==> src/rtl/display_port_writer.sv <==
// display_port_writer: stages CPU port writes into {addr,att,chr} cells and drains them to display memory.
// Optional fill engine on port +5 is enabled by defining DISPLAY_PORT_WRITER_FILL_EN.
module display_port_writer #(
  parameter logic [7:0] PORT_BASE  = 8'h10,
  parameter int         ADDR_WIDTH = 12,
  parameter int         ADDR_LIMIT = 2400,
  parameter int         FIFO_DEPTH = 4
) (
  input  logic                  clk,
  input  logic                  reset,
  input  logic                  cpu_write_strobe,
  input  logic [7:0]            cpu_port_id,
  input  logic [7:0]            cpu_write_data,
  output logic [7:0]            cpu_status,
  output logic                  mem_req,
  input  logic                  mem_grant,
  output logic                  mem_we,
  output logic [ADDR_WIDTH-1:0] mem_addr,
  output logic [7:0]            mem_att_data,
  output logic [7:0]            mem_chr_data
);
  localparam int AW = $clog2(FIFO_DEPTH);
  localparam int CW = AW + 1;
  localparam int DW = ADDR_WIDTH + 16;
  function automatic logic [ADDR_WIDTH-1:0] inc(input logic [ADDR_WIDTH-1:0] p);
    return (p >= ADDR_WIDTH'(ADDR_LIMIT - 1)) ? '0 : p + ADDR_WIDTH'(1);
  endfunction
  logic [ADDR_WIDTH-1:0] ptr, ptr_n;
  logic [7:0] attr, attr_n, chr, chr_n;
  logic ovf, ovf_n, push, pop, full, empty, busy, busy_n;
  logic [DW-1:0] push_cell;
  logic [DW-1:0] fifo [FIFO_DEPTH];
  logic [CW-1:0] wp, rp;
  logic sel_lo, sel_hi, sel_attr, sel_chr, sel_ctrl;
  assign sel_lo   = cpu_write_strobe && cpu_port_id == PORT_BASE;
  assign sel_hi   = cpu_write_strobe && cpu_port_id == PORT_BASE + 8'd1;
  assign sel_attr = cpu_write_strobe && cpu_port_id == PORT_BASE + 8'd2;
  assign sel_chr  = cpu_write_strobe && cpu_port_id == PORT_BASE + 8'd3;
  assign sel_ctrl = cpu_write_strobe && cpu_port_id == PORT_BASE + 8'd4;
  assign empty   = wp == rp;
  assign full    = (wp - rp) == CW'(FIFO_DEPTH);
  assign mem_req = !empty;
  assign mem_we  = mem_req & mem_grant;
  assign pop     = mem_we;
  assign {mem_addr, mem_att_data, mem_chr_data} = mem_req ? fifo[rp[AW-1:0]] : '0;
`ifdef DISPLAY_PORT_WRITER_FILL_EN
  typedef enum logic {IDLE, FILL} state_t;
  state_t state, state_n;
  logic [8:0] fcnt, fcnt_n;
  logic sel_fill;
  assign sel_fill = cpu_write_strobe && cpu_port_id == PORT_BASE + 8'd5;
  assign busy     = state == FILL;
  assign busy_n   = state_n == FILL;
  always_ff @(posedge clk or negedge reset)
    if (!reset) begin
      state <= IDLE;
      fcnt  <= '0;
    end else begin
      state <= state_n;
      fcnt  <= fcnt_n;
    end
`else
  assign busy   = 1'b0;
  assign busy_n = 1'b0;
`endif
  always_comb begin
    ptr_n     = ptr;
    attr_n    = attr;
    chr_n     = chr;
    ovf_n     = ovf;
    push      = 1'b0;
    push_cell = {ptr, attr, chr};
    if (sel_ctrl && cpu_write_data[0]) ovf_n = 1'b0;
    if (!busy) begin
      if (sel_lo) ptr_n[7:0] = cpu_write_data;
      if (sel_hi) ptr_n[ADDR_WIDTH-1:8] = cpu_write_data[ADDR_WIDTH-9:0];
      if (sel_attr) attr_n = cpu_write_data;
      if (sel_chr) begin
        chr_n     = cpu_write_data;
        push_cell = {ptr, attr, cpu_write_data};
        ptr_n     = inc(ptr);
        push      = !full;
        if (full) ovf_n = 1'b1;
      end
    end else if (sel_chr) ovf_n = 1'b1;
`ifdef DISPLAY_PORT_WRITER_FILL_EN
    state_n = state;
    fcnt_n  = fcnt;
    if (state == IDLE && sel_fill) begin
      state_n = FILL;
      fcnt_n  = cpu_write_data == 8'd0 ? 9'd256 : {1'b0, cpu_write_data};
    end
    // Fill cells use the latched attr/char and stall whenever the FIFO is full.
    if (state == FILL && !full) begin
      push   = 1'b1;
      ptr_n  = inc(ptr);
      fcnt_n = fcnt - 9'd1;
      if (fcnt == 9'd1) state_n = IDLE;
    end
`endif
  end
  always_ff @(posedge clk)
    if (push) fifo[wp[AW-1:0]] <= push_cell;
  always_ff @(posedge clk or negedge reset)
    if (!reset) begin
      ptr        <= '0;
      attr       <= 8'h07;
      chr        <= 8'h20;
      ovf        <= 1'b0;
      wp         <= '0;
      rp         <= '0;
      cpu_status <= 8'h01;
    end else begin
      ptr        <= ptr_n;
      attr       <= attr_n;
      chr        <= chr_n;
      ovf        <= ovf_n;
      wp         <= wp + CW'(push);
      rp         <= rp + CW'(pop);
      cpu_status <= {5'b0, busy_n, ovf_n, (wp + CW'(push)) == (rp + CW'(pop))};
    end
endmodule

==> config.mk <==
export PLATFORM = sky130hd
export DESIGN_NAME = display_port_writer
export DESIGN_NICKNAME = d
export VERILOG_FILES = /design/src/rtl/display_port_writer.sv
export SDC_FILE = /design/constraint.sdc
export NUM_CORES = 1
export LEC_CHECK = 0
export BUFFER_PORTS_ARGS = -buffer_cell sky130_fd_sc_hd__buf_2
export CAP_MARGIN = 15
export CORE_UTILIZATION = 48
export DETAILED_ROUTE_END_ITERATION = 7
export GPL_TIMING_DRIVEN = 0
export PLACE_DENSITY = 0.67
export SLEW_MARGIN = 20
export SYNTH_ARGS = -nofsm -noshare
export SYNTH_HDL_FRONTEND = slang
export SYNTH_SLANG_ARGS = --single-unit
==> constraint.sdc <==
create_clock -name clk -period 5.71 [get_ports clk]
set_input_delay 1.713 -clock clk [delete_from_list [all_inputs] [get_ports clk]]
set_output_delay 1.713 -clock clk [all_outputs]
set_load 0.05 [all_outputs]
After elaboration in Yosys (flattened, before gate mapping)
Memories as Yosys holds them, arrays and structs flattened.
Cells that the tools add are included.

word-level totals
  output and inout bits = 38
  bits in registers = 37
  input bits = 20
  logic and storage cells = 45
  memories kept = 1
  memory bits (writable) = 112

memory list
  memory  words  width  rd ports  clocked after Yosys merged registers in  write ports  RTL line  text
  fifo    4      28     1         0                                        1            32        logic [DW-1:0] fifo [FIFO_DEPTH];

operators by class
  $lt $le $gt $ge = 1
  reductions and logical operators = 10
  eq/ne operators = 8
  muxes and demuxes = 12
  bitwise logic cells = 1
  add/subtract/negate cells = 4

operator list
  cell                                                        count
  equality test 8 x 5 -> 1 bit (second input constant)        5
  two-way mux 28 bit                                          1
  two-way mux 12 bit                                          2
  two-way mux 8 bit                                           2
  adder 12 x 1 -> 12 bit (second input constant)              1
  greater-or-equal comparator 12 bit (second input constant)  1
  adder 3 x 1 -> 3 bit                                        2
  equality test 3 bit                                         2
  logical AND 1 bit                                           6
  two-way mux 1 bit                                           6
  two-way mux 4 bit                                           1
  nonzero test 2 bit                                          2
  equality test 3 bit (second input constant)                 1
  subtractor 3 bit                                            1
  logical NOT 1 bit                                           2
  AND 1 bit                                                   1

Logic depth before layout (Yosys ltp)
  depth after elaboration = 6
  gate-level depth with buffers = 13

Worst setup path after synthesis
Ideal clock, no wire load.

  path kind = input -> register
  from = input port cpu_port_id[5]
  to = memory fifo[2][0] in the netlist's numbering, enable pin
  required time = 5.262 ns
  arrival = 4.735 ns
  stages on the path = 5
  path slack = 0.527 ns
  cell sequence = or4bb_1 > buf_2 > nor3_4 > o21ai_1 > nor3_1

between the ends
  longest elaborated chain between the ends = 5

ends and longest elaborated chain
  what                                     RTL line  text
  start, declared                          12        input logic [7:0] cpu_port_id,
  equality test 8 x 5 -> 1 bit             38        assign sel_chr = cpu_write_strobe && cpu_port_id == PORT_BASE + 8'd3;
  logical AND 1 bit                        38
  two-way mux 1 bit                        78        if (sel_chr) begin
  two-way mux 1 bit                        103       if (push) fifo[wp[AW-1:0]] <= push_cell;
  two-way mux 1 bit (not written as such)  103
  end, declared                            32

Every way passes these cells.

Final worst setup path
  from = register rp[1]
  to = output port mem_chr_data[0]

between the ends
  longest elaborated chain between the ends = 2

ends and longest elaborated chain
  what                                                             RTL line  text
  start, declared                                                  33        logic [CW-1:0] wp, rp;
  start signal, assigned                                           119       rp <= rp + CW'(pop);
  memory read (4 x 28 bit) or equality test 3 bit (tied branches)  -
  two-way mux 28 bit *                                             45        assign {mem_addr, mem_att_data, mem_chr_data} = mem_req ? fifo[rp[AW-1:0]] : '0;
  end, declared                                                    20        output logic [7:0] mem_chr_data

Every way passes the cells marked *; elsewhere a longest branch is shown, timed or not.

==> key figures <==
Clock network
  • H-tree depth: 4
  • Clk_lat worst skew: 0.42 ns
  • CTS tree: built
  • CTS Root Buffer Type: clkbuf_16
  • Clock Tree Buf Depth: 2
  • Post-CTS setup buffers: 0
  • Clk slew on worst S/H paths: 0.06 ns
  • Hold-fix buffer count after cts: 0
  • CTS buffer count: 17
  • Clk sink count: 148
  • Post-CTS resize count: 0

Place
  • Placement Setup Slack: 0.706 ns
  • GP Congestion: 0.826
  • Port buffer count: 51
  • Cell Area, Placed: 6820 µm²
  • Cells after DPL: 621
  • Final HPWL DP: 8690 µm

Setup path
  • R2r startpoint: rp[1]
  • Slowest cell on crit path: clkbuf_1
  • Slowest stage delay, CP: 0.63 ns
  • Critical path endpoint category: output port
  • Worst Path Required: 4.00 ns
  • Max FO, Critical Path: 10
  • FF-to-FF End: cpu_status[0]
  • CP Buf/Inv Count: 5
  • CP top delay family: buffers and inverters
  • Worst EP arrival: 3.71 ns
  • Critical path cell sequence: clkbuf_1, clkbuf_1, inv_1, ha_1, nand2_1, nor2_1, clkbuf_1, nor2b_1, buf_2
  • Worst setup SP type: register
  • FF-to-FF setup slack: 1.67 ns
  • Worst path most repeated cell: clkbuf_1
  • R2R cell count: 13
  • Crit path kind: reg -> out

Global routing
  • Number of global-route vias before repair: 3717
  • Largest net degree at the start of global routing: 37
  • Global route overflow: 0
  • First-pass GRT wire length: 20600 µm
  • Tot GR Track Use: 0.218
  • Initial antenna violation count: 0

Synth
  • Seq cells post-synth: 148
  • Avg Cell Area, Syn: 16.3 µm²
  • Mux cell area share after synthesis: 0.121
  • Synth Area in Adders: 0.0141
  • Number of enable flip-flop cells after synthesis: 112
  • Synth warnings: 0
  • Synth Cell Area: 6190 µm²
  • Xor and xnor area share after synthesis: 0.00990
  • Sequential area share after synthesis: 0.690
  • Main combinational cell family by area after synthesis: multiplexers
  • Compound-Gate Fraction of Synth Area: 0.0400
  • Synthesized instance count: 379
  • Async S/R FF share, synth: 0.243
  • Top FF cell, synth: edfxtp_1
  • Post-Synth Simple-Gate Area: 0.0958
  • Library cells used by synthesis: 45

Layout
  • Register area: 4270 µm²
  • FILL cells: 968
  • Nets@finish: 495
  • Final non-filler cell total: 653
  • Ant diodes: 0
  • Design Area, Final: 7450 µm²
  • Footprint of the multi-input gates: 1780 µm²
  • P&R area growth vs syn: 20.4%
  • Share of layout cells above drive strength 1: 0.328

Timing
  • Max Slew Vio Count: 0
  • RSZ-0062 raised after global routing: false
  • Clock period minus worst slack: 5.42 ns
  • Worst-Margin Slew: 0.895 ns
  • Endpoints failing setup: 0
  • Tcrit/Tclk final: 0.950
  • Slew headroom: 0.403
  • Final worst setup slack: 0.287 ns
  • Clock Skew: 0.00604 ns
  • Final hold slack: 0.516 ns
  • Final hold vios: 0
  • Max Freq: 184 MHz

Run status
  • Status: completed

Routing
  • Wire per inst: 20.2 µm
  • Post-route ant nets: 0
  • DR pass1 iterations: 4
  • WL final: 13200 µm
  • Vias per cell: 5.58
  • Post-route DRC: 0
  • DR iter-0 viols: 252
  • Via count: 3645

Pwr
  • Static Leak: 2.84 nW
  • VDD IR-drop max: 0.224 mV
  • Pwr Total: 0.00361 W
  • P per Cell Area: 485 nW/µm²

Floorplanning
  • Row count: 41
  • Core ar.: 12600 µm²
  • Die H: 116 µm
  • Initial Util: 0.491
  • Die area: 13400 µm²
  • Io pins: 58
  • Horiz. Die Dim: 116 µm

Job
  • Number of max-cap violations: 0

Hold path
  • Hold EP: fifo[3][13]
  • Hold crit path type: reg -> reg
  • Critical hold path startpoint: attr[5]
  • Hold Crit Depth: 0
## sequential cells by signal, summed over array words and instances, names as in the netlist
signal / cells
attr: 8
cpu_status: 2
rp: 3
wp: 3
fifo: 112
ptr: 12
chr: 8
## per-stage QoR
| stage | setup TNS, ns | util |
|---|---|---|
| final | 0 | 0.590 |
| after global routing | 0 | 0.590 |
| after CTS | 0 | 0.590 |
| after detailed placement | 0 | 0.540 |
| after global placement | -163.59 | 0.529 |
| after floorplan | 0 | - |
## worst max-delay path by stage
stage / startpoint / to / slack (ns) / cells after the start
after detailed placement: rp[1] / mem_we / 0.71 / 9
after global placement: cpu_port_id[5] / fifo[3][11] / -1.51 / 6
after floorplan: cpu_port_id[5] / fifo[2][0] / 0.53 / 5
final: rp[1] / mem_chr_data[0] / 0.29 / 9
after global routing: rp[1] / mem_we / 0.05 / 9
after CTS: rp[1] / mem_we / 0.21 / 9
## cell usage after synthesis (5+ instances only)
| master | count | share of area |
|---|---|---|
| nand4_1 | 6 | 0.0061 |
| inv_1 | 13 | 0.0079 |
| o211ai_1 | 9 | 0.011 |
| clkbuf_1 | 8 | 0.0049 |
| nor2_1 | 5 | 0.0030 |
| nand2_1 | 30 | 0.018 |
| mux4_2 | 28 | 0.10 |
| buf_2 | 7 | 0.0057 |
| ha_1 | 7 | 0.014 |
| o21ai_0 | 6 | 0.0049 |
| nor3_1 | 13 | 0.011 |
| dfrtp_1 | 31 | 0.13 |
| nand3_1 | 7 | 0.0057 |
| buf_4 | 7 | 0.0085 |
| a32oi_1 | 5 | 0.0071 |
| dfstp_2 | 5 | 0.021 |
| mux2_2 | 7 | 0.013 |
| nor2b_1 | 31 | 0.031 |
| edfxtp_1 | 112 | 0.54 |
## power by group
part,total [W],leakage (nW),internal [W],switching (W)
clock,0.00118,0.302,0.000737,0.000440
sequential,0.00124,1.49,0.00120,0.0000405
combinational,0.00120,1.05,0.000379,0.000820
total,0.00361,2.84,0.00231,0.00130
## layout make-up
type / instances / area share
tap: 172 / 0.0289
clock inverter: 14 / 0.0270
buffer: 23 / 0.0173
sequential: 148 / 0.573
timing repair buffer: 65 / 0.0504
clock buffer: 18 / 0.0576
multi-input combinational: 200 / 0.239
inverter: 13 / 0.00655
## logic make-up (layout without fill, tap and decap cells)
| kind of cell | count (synthesis) | count (layout) |
|---|---|---|
| AO/OA/AOI/OAI | 34 | 34 |
| flip-flops | 148 | 148 |
| multiplexers | 39 | 39 |
| other | 1 | 6 |
| buffers and inverters | 36 | 133 |
| AND/OR/NAND/NOR | 107 | 107 |
| XOR/XNOR | 7 | 7 |
| adder cells (fa/ha/maj) | 7 | 7 |
## worst reg2reg max path, stage by stage (launching register included)
cell and delay, ns:
dfrtp_1 0.42, clkbuf_1 0.52, clkbuf_1 0.63, inv_1 0.12
ha_1 0.30, nand2_1 0.08, nor2_1 0.32, clkbuf_1 0.50
nor2b_1 0.14, ha_1 0.23, ha_1 0.18, xor2_1 0.20
xnor2_1 0.15, and3_1 0.18
## placed cells by master (no fill, tap or decap), types with 7 or more instances in the layout
cell type,count
inv_1,13
edfxtp_1,112
nand2_1,30
nor3_1,9
ha_1,7
dfrtp_1,31
mux4_2,28
buf_4,17
clkbuf_1,9
o211ai_1,9
nand3_1,7
nor2b_1,31
buf_2,58
clkbuf_16,17
mux2_2,7
## per-layer routing
metal	global-route usage	up-vias	routed length (µm)
met5	0	-	0
met4	0.106	0	443
met3	0.0523	34	781
met2	0.332	125	6350
met1	0.296	1843	5600
li1	-	1643	-
No activity file was read; power rests on OpenSTA's default activity.
